--- src/rtl/fifo_queue_ctrl_if.sv ---
// rtl/fifo_queue_ctrl_if.sv - push/pop request, RAM port and status signals of the queue controller
interface fifo_queue_ctrl_if #(
    parameter int ADDR_W = 3,
    parameter int DATA_W = 8
);
    logic              wr_req;
    logic              rd_req;
    logic [DATA_W-1:0] wr_data;
    logic [DATA_W-1:0] ram_q;
    logic              ram_wren;
    logic [ADDR_W-1:0] ram_wraddr;
    logic [DATA_W-1:0] ram_wrdata;
    logic [ADDR_W-1:0] ram_rdaddr;
    logic [DATA_W-1:0] rd_data;
    logic              rd_valid;
    logic [ADDR_W:0]   count;
    logic              empty;
    logic              full;
    logic              overflow;
    logic              underflow;

    modport master (
        output wr_req, rd_req, wr_data, ram_q,
        input  ram_wren, ram_wraddr, ram_wrdata, ram_rdaddr,
        input  rd_data, rd_valid, count, empty, full, overflow, underflow
    );

    modport slave (
        input  wr_req, rd_req, wr_data, ram_q,
        output ram_wren, ram_wraddr, ram_wrdata, ram_rdaddr,
        output rd_data, rd_valid, count, empty, full, overflow, underflow
    );
endinterface

--- src/rtl/fifo_queue_ctrl.sv ---
// rtl/fifo_queue_ctrl.sv - circular-queue FIFO controller sequencing a dual-port RAM with 1-cycle read
module fifo_queue_ctrl #(
    parameter int ADDR_W = 3,
    parameter int DATA_W = 8
) (
    input  logic               clk,
    input  logic               reset,
    fifo_queue_ctrl_if.slave   bus
);
    localparam logic [ADDR_W:0] DEPTH_C = (ADDR_W+1)'(2**ADDR_W);

    typedef enum logic {IDLE, RD_WAIT} state_e;

    state_e            state_q, state_d;
    logic [ADDR_W-1:0] wr_ptr_q, wr_ptr_d;
    logic [ADDR_W-1:0] rd_ptr_q, rd_ptr_d;
    logic [ADDR_W:0]   count_q, count_d;
    logic [DATA_W-1:0] rd_data_q, rd_data_d;
    logic              rd_valid_q, rd_valid_d;
    logic              overflow_q, overflow_d;
    logic              underflow_q, underflow_d;

    logic full, empty, push_ok, pop_ok;

    assign full  = (count_q == DEPTH_C);
    assign empty = (count_q == '0);

    // Gated by reset so the RAM sees no write strobe while the controller is held in reset.
    assign push_ok = reset && bus.wr_req && !full;
    assign pop_ok  = reset && bus.rd_req && !empty && (state_q == IDLE);

    always_ff @(posedge clk or negedge reset) begin
        if (!reset) begin
            state_q     <= IDLE;
            wr_ptr_q    <= '0;
            rd_ptr_q    <= '0;
            count_q     <= '0;
            rd_data_q   <= '0;
            rd_valid_q  <= 1'b0;
            overflow_q  <= 1'b0;
            underflow_q <= 1'b0;
        end else begin
            state_q     <= state_d;
            wr_ptr_q    <= wr_ptr_d;
            rd_ptr_q    <= rd_ptr_d;
            count_q     <= count_d;
            rd_data_q   <= rd_data_d;
            rd_valid_q  <= rd_valid_d;
            overflow_q  <= overflow_d;
            underflow_q <= underflow_d;
        end
    end

    always_comb begin
        state_d = state_q;
        case (state_q)
            IDLE:    if (pop_ok) state_d = RD_WAIT;
            RD_WAIT: state_d = IDLE;
            default: state_d = IDLE;
        endcase
    end

    always_comb begin
        wr_ptr_d    = wr_ptr_q;
        rd_ptr_d    = rd_ptr_q;
        count_d     = count_q;
        rd_data_d   = rd_data_q;
        rd_valid_d  = 1'b0;
        overflow_d  = overflow_q;
        underflow_d = underflow_q;

        if (push_ok) wr_ptr_d = wr_ptr_q + ADDR_W'(1);
        if (pop_ok)  rd_ptr_d = rd_ptr_q + ADDR_W'(1);

        case ({push_ok, pop_ok})
            2'b10:   count_d = count_q + (ADDR_W+1)'(1);
            2'b01:   count_d = count_q - (ADDR_W+1)'(1);
            default: count_d = count_q;
        endcase

        // ram_q holds the head word during RD_WAIT, addressed by the pre-increment pointer.
        if (state_q == RD_WAIT) begin
            rd_data_d  = bus.ram_q;
            rd_valid_d = 1'b1;
        end

        if (bus.wr_req && full) overflow_d = 1'b1;
        if (bus.rd_req && empty && (state_q == IDLE)) underflow_d = 1'b1;
    end

    assign bus.ram_wren   = push_ok;
    assign bus.ram_wraddr = wr_ptr_q;
    assign bus.ram_wrdata = bus.wr_data;
    assign bus.ram_rdaddr = rd_ptr_q;
    assign bus.rd_data    = rd_data_q;
    assign bus.rd_valid   = rd_valid_q;
    assign bus.count      = count_q;
    assign bus.empty      = empty;
    assign bus.full       = full;
    assign bus.overflow   = overflow_q;
    assign bus.underflow  = underflow_q;
endmodule

--- src/flat_wrapper.sv ---
// flat-port wrapper written by rule: the top's interface ports become plain ports
module fifo_queue_ctrl_flat 
#(
    parameter int ADDR_W = 3,
    parameter int DATA_W = 8
)
  (clk, reset, bus_wr_req, bus_rd_req, bus_wr_data, bus_ram_q, bus_ram_wren, bus_ram_wraddr, bus_ram_wrdata, bus_ram_rdaddr, bus_rd_data, bus_rd_valid, bus_count, bus_empty, bus_full, bus_overflow, bus_underflow);
  fifo_queue_ctrl_if #(.ADDR_W(ADDR_W), .DATA_W(DATA_W)) bus_i ();
  input  logic clk;
  input  logic reset;
  input wire logic [$bits(bus_i.wr_req)-1:0] bus_wr_req;
  input wire logic [$bits(bus_i.rd_req)-1:0] bus_rd_req;
  input wire logic [$bits(bus_i.wr_data)-1:0] bus_wr_data;
  input wire logic [$bits(bus_i.ram_q)-1:0] bus_ram_q;
  output wire logic [$bits(bus_i.ram_wren)-1:0] bus_ram_wren;
  output wire logic [$bits(bus_i.ram_wraddr)-1:0] bus_ram_wraddr;
  output wire logic [$bits(bus_i.ram_wrdata)-1:0] bus_ram_wrdata;
  output wire logic [$bits(bus_i.ram_rdaddr)-1:0] bus_ram_rdaddr;
  output wire logic [$bits(bus_i.rd_data)-1:0] bus_rd_data;
  output wire logic [$bits(bus_i.rd_valid)-1:0] bus_rd_valid;
  output wire logic [$bits(bus_i.count)-1:0] bus_count;
  output wire logic [$bits(bus_i.empty)-1:0] bus_empty;
  output wire logic [$bits(bus_i.full)-1:0] bus_full;
  output wire logic [$bits(bus_i.overflow)-1:0] bus_overflow;
  output wire logic [$bits(bus_i.underflow)-1:0] bus_underflow;
  assign bus_i.wr_req = bus_wr_req;
  assign bus_i.rd_req = bus_rd_req;
  assign bus_i.wr_data = bus_wr_data;
  assign bus_i.ram_q = bus_ram_q;
  assign bus_ram_wren = bus_i.ram_wren;
  assign bus_ram_wraddr = bus_i.ram_wraddr;
  assign bus_ram_wrdata = bus_i.ram_wrdata;
  assign bus_ram_rdaddr = bus_i.ram_rdaddr;
  assign bus_rd_data = bus_i.rd_data;
  assign bus_rd_valid = bus_i.rd_valid;
  assign bus_count = bus_i.count;
  assign bus_empty = bus_i.empty;
  assign bus_full = bus_i.full;
  assign bus_overflow = bus_i.overflow;
  assign bus_underflow = bus_i.underflow;
  fifo_queue_ctrl #(.ADDR_W(ADDR_W), .DATA_W(DATA_W)) u_core (.clk(clk), .reset(reset), .bus(bus_i));
endmodule
--- config.mk ---
export PLATFORM = sky130hd
export DESIGN_NAME = fifo_queue_ctrl_flat
export DESIGN_NICKNAME = d
export VERILOG_FILES = /design/src/rtl/fifo_queue_ctrl_if.sv /design/src/rtl/fifo_queue_ctrl.sv /design/src/flat_wrapper.sv
export SDC_FILE = /design/constraint.sdc
export NUM_CORES = 1
export LEC_CHECK = 0
export CORE_ASPECT_RATIO = 0.75
export CORE_MARGIN = 3
export CORE_UTILIZATION = 36
export DETAILED_ROUTE_END_ITERATION = 16
export PLACE_DENSITY = 0.72
export SLEW_MARGIN = 20
export SYNTH_ARGS = -nofsm -noshare
export SYNTH_HDL_FRONTEND = slang
export SYNTH_SLANG_ARGS = --single-unit
--- constraint.sdc ---
create_clock -name clk -period 2.5 [get_ports clk]
set_clock_uncertainty 0.1 [all_clocks]
set_input_delay 0.375 -clock clk [delete_from_list [all_inputs] [get_ports clk]]
set_output_delay 0.375 -clock clk [all_outputs]
set_load 0.01 [all_outputs]
Word-level counts from Yosys, hierarchy flattened --
Index checks and enable logic that the tools add are counted.
Word-level totals: logic and storage cells 32, bits in registers 22, bits of input ports 20
Cells by class: equality and inequality tests 3, reduce and logical (&&, ||, !) cells 12, bitwise operators 1, add/subtract/negate cells 4, muxes and demuxes 4
Operators by type and width (number):
- $logic_and 1x1->1 | 8
- $pmux 4 s2 | 1
- $add 3x1->3 const B | 2
- $add 4x1->4 const B | 1
- $eq 4x4->1 const B | 1
- $logic_not 4->1 | 1
- $sub 4x1->4 const B | 1
- $eq 2x1->1 const B | 1
- $eq 2x2->1 const B | 1
- $logic_not 1->1 | 2
- $mux 1 | 2
- $pmux 1 s2 | 1
- $reduce_bool 2->1 | 1
- $not 1->1 | 1

Depth between registers and ports, before layout --
word-level depth 6, gate-level depth with buffers 8, gate-level depth less buffers 8

Worst setup path before layout --
No wires, ideal clock.
kind flip-flop to flip-flop, from register u_core.count_q[2] (netlist: u_core.bus.count[2]), to register u_core.count_q[3] (netlist: u_core.bus.count[3]), data required time 2266 ps, clock period less this slack 2823 ps, arrival time 2589 ps, library setup time 134 ps, cell stages (with the launch flop) 8, path slack -323 ps, cells stage by stage dfrtp_1 > nor4_4 > and4b_4 > ha_1 > ha_1 > or4b_2 > o311ai_0 > o211ai_1
Between the ends: cells in the longest elaborated chain, start to end 6
Ends and longest elaborated chain:
- from (decl) | RTL line fifo_queue_ctrl.sv:17 | logic [ADDR_W:0] count_q, count_d;
- from (signal assigned) | RTL line fifo_queue_ctrl.sv:46 | count_q <= count_d;
- $logic_not 4->1 (*) | RTL line fifo_queue_ctrl.sv:26 | assign empty = (count_q == '0);
- via bus_empty | RTL line flat_wrapper.sv:22 | output wire logic [$bits(bus_i.empty)-1:0] bus_empty;
- $logic_not 1->1 (*) | RTL line fifo_queue_ctrl.sv:30 | assign pop_ok = reset && bus.rd_req && !empty && (state_q == IDLE);
- $logic_and 1x1->1 (*) (2 in series) | RTL line fifo_queue_ctrl.sv:30
- via u_core.pop_ok | RTL line fifo_queue_ctrl.sv:23 | logic full, empty, push_ok, pop_ok;
- $eq 2x1->1 or $eq 2x2->1 (tied branches) | RTL line fifo_queue_ctrl.sv:75 | case ({push_ok, pop_ok})
- $pmux 4 s2 or $reduce_bool 2->1 (tied branches)
Mark *: on every way through the listed nets, which the timed path passes. The rest lies on a longest branch. A chain may end at the register's enable or synchronous reset.

Worst setup path after layout --
from register u_core.count_q[2] (netlist: u_core.bus.count[2]), to register u_core.count_q[3] (netlist: u_core.bus.count[3])
Between the ends: cells in the longest elaborated chain, start to end 6
Ends and longest elaborated chain (RTL line):
- $logic_not 4->1 (*) | fifo_queue_ctrl.sv:26
- $logic_not 1->1 (*) | fifo_queue_ctrl.sv:30
- $logic_and 1x1->1 (*) (2 in series) | fifo_queue_ctrl.sv:30
- via u_core.pop_ok | fifo_queue_ctrl.sv:23
- $eq 2x1->1 or $eq 2x2->1 (tied branches) | fifo_queue_ctrl.sv:75
- $pmux 4 s2 or $reduce_bool 2->1 (tied branches)
Marked as above.

==> flow_metrics.tcl <==
set metrics [dict create \
    drt_iter0_drc 48 \
    ant_nets 0 \
    min_period_ns 2.46 \
    insertion_delay_ns 0.26 \
    grt_pass1_vias 894 \
    outcome "complete, no violations" \
    avgViaCountPerCell 5.13 \
    hold_class "flop to flop" \
    final_max_slew_viol_count 0 \
    final_cells 168 \
    slew_headroom_pct 75.5 \
    holdBufCountCts 0 \
    grt_pass1_wl_mm 4.53 \
    finalHoldViolations 0 \
    die_height_um 54.2 \
    nets 159 \
    yosysWarnings 0 \
    wl_per_cell_um 16.2 \
    hold_ws_ns 0.367 \
    postSynthCellCount 86 \
    core_sq_um 2780 \
    antenna_found_initial 0 \
    ys_seq_area_share_pct 49.4 \
    placementRows 16 \
    ys_seq_elements 22 \
    synthesis.nets 112 \
    placedCellCount 160 \
    drive_gt1_share_pct 31.8 \
    cts-root-buf "clkbuf_8" \
    syn_area_sq_um 1110 \
    hpwl_mm 2.17 \
    required_ns 2.53 \
    cp-start-kind "flop" \
    firstDrtPassIters 4 \
    grt_max_degree 19 \
    clkTransAtPathRegs_ns 0.08 \
    p_per_area_nw_per_um2 1200 \
    clk_path_buf_depth 2 \
    grt_overflow_total 0 \
    pin_count 52 \
    endpoint_kind "flop" \
    fmax_ghz 0.407 \
    dieArea_sq_um 3800 \
    cts_num_sinks 22 \
    post-route-period-util_pct 98.2 \
    place.gp.congestion 0.785 \
    reg2reg_slack_ns 0.04 \
    syn_avg_cell_area_sq_um 12.9 \
    cts_buffers 3 \
    grtUsageTotal_pct 15.6 \
    vias 862 \
    placed_cell_area_sq_um 1560 \
    leakage_nw 0.688 \
    yosysTopAreaCell "dfrtp_1" \
    cp_data_arrival_time_ns 2.49 \
    setup_violations 0 \
    fin_area_sq_um 1640 \
    crit_path_max_fanout 5 \
    crit_type "flop to flop" \
    area_delta_synth_final_pct 47.2 \
    cts_tree "done" \
    irDropWorstVdd_uv 623 \
    synth_cell_types 28 \
    htreeDepth 1 \
    fin_util_pct 58.9 \
    drt-total-wl_mm 2.72 \
    synthTopCellsByArea "dfrtp_1 (49%), mux2_2 (10%), ha_1 (5.6%)" \
    diodes 0 \
    die_width_um 70.2 \
    fin_setup_tns_ns 0 \
    io_buffers 35 \
    maxCapViolations 0 \
    synth_top_area_share_pct 49.4 \
    start_util_pct 40.0 \
    worst_slew_pin_slew_ns 0.362 \
    drc 0 \
]
area by class of cell:
type                       count  area, sq um
inverter                       6         22.5
tap                           36         45.0
timing repair buffer          52          478
clock buffer                   4         45.0
fill                         228         1140
multi-input combinational     48          494
sequential                    22          554
worst max-delay path, cell delays in order, from the launching register on:
cell	delay, ns
dfrtp_2	0.48
nor4_4	0.29
and4b_4	0.26
ha_4	0.18
ha_4	0.24
or4b_4	0.47
o311ai_1	0.13
o211ai_1	0.16
per-stage QoR:
stage / total power [mW] / worst slack [ns]
after floorplan: 1.15 / 0.00585
after global placement: 1.65 / 0.0142
after detailed placement: 1.71 / -0.137
after CTS: 1.94 / 0.0322
after global routing: 2.11 / -0.00144
final: 1.97 / 0.0440
timing repair:
action                     4_1_cts  5_1_grt
buffers inserted                 0        4
setup endpoints to repair        0        1
hold endpoints to repair         0        0
gates resized for setup          0        2
metal layers:
layer | part of all wire [%] | track usage (%) | wire (um) | vias up
met3 | 4.3 | 3.73 | 117 | 12
met2 | 51 | 28.1 | 1400 | 25
met4 | 2.9 | 6.05 | 79 | 0
li1 | - | - | - | 390
met5 | 0 | 0 | 0 | -
met1 | 41 | 18.4 | 1130 | 435
cell families after synthesis:
logic type	Yosys count	share of synthesized area, %
flip-flops	22	49.4
buffers and inverters	16	8.76
AND/OR/NAND/NOR	16	12.5
multiplexers	11	11.5
AO/OA/AOI/OAI	9	5.73
XOR/XNOR	6	4.72
adder cells (fa/ha/maj)	6	7.42
worst paths after layout:
path	from	end	cells past startpoint
max	u_core.bus.count[2]	u_core.bus.count[3]	7
min	u_core.bus.overflow	u_core.bus.overflow	1
max reg2reg	u_core.bus.count[2]	u_core.bus.count[3]	7
min reg2reg	u_core.bus.overflow	u_core.bus.overflow	1
max in group asynchronous	reset	u_core.bus.ram_rdaddr[2]	2
min in group asynchronous	reset	u_core.state_q	2
report_power, final:
part / internal, mW / leakage (nW) / total (mW) / switching, mW
sequential: 0.531 / 0.257 / 0.704 / 0.173
combinational: 0.645 / 0.409 / 1.03 / 0.389
clock: 0.114 / 0.0228 / 0.228 / 0.114
synth_stat cells:
library cell / number
dfrtp_1: 22
mux2_2: 10
buf_4: 8
inv_1: 6
ha_1: 5
xor2_1: 5
nor3b_1: 4
nand2_1: 3
a21oi_1: 2
nand3_1: 2
o21ai_0: 2
a2111o_1: 1
a21o_1: 1
a31o_2: 1
and4b_4: 1
buf_6: 1
clkbuf_1: 1
fa_1: 1
mux2_4: 1
nand4b_1: 1
nor2_1: 1
nor2_2: 1
nor4_4: 1
nor4b_4: 1
o211ai_1: 1
o311ai_0: 1
or4b_2: 1
xnor2_1: 1
registers in the layout, summed over array words and instances (netlist names):
register               cells
u_core.bus.rd_valid        1
u_core.bus.ram_rdaddr      3
u_core.bus.overflow        1
u_core.state_q             1
u_core.bus.rd_data         8
u_core.bus.count           4
u_core.bus.underflow       1
u_core.bus.ram_wraddr      3
cell usage in the layout, fill, tap and decap left out, drive strengths merged, types with 3 or more instances in the layout:
cell           synthesis  routed
nand2                  3       3
ha                     5       5
dfrtp                 22      22
nor3b                  4       4
mux2                  11      11
xor2                   5       5
clkdlybuf4s50          0      35
inv                    6       6
clkbuf                 1       4
buf                    9      17
No activity file was read; power rests on OpenSTA's default activity.
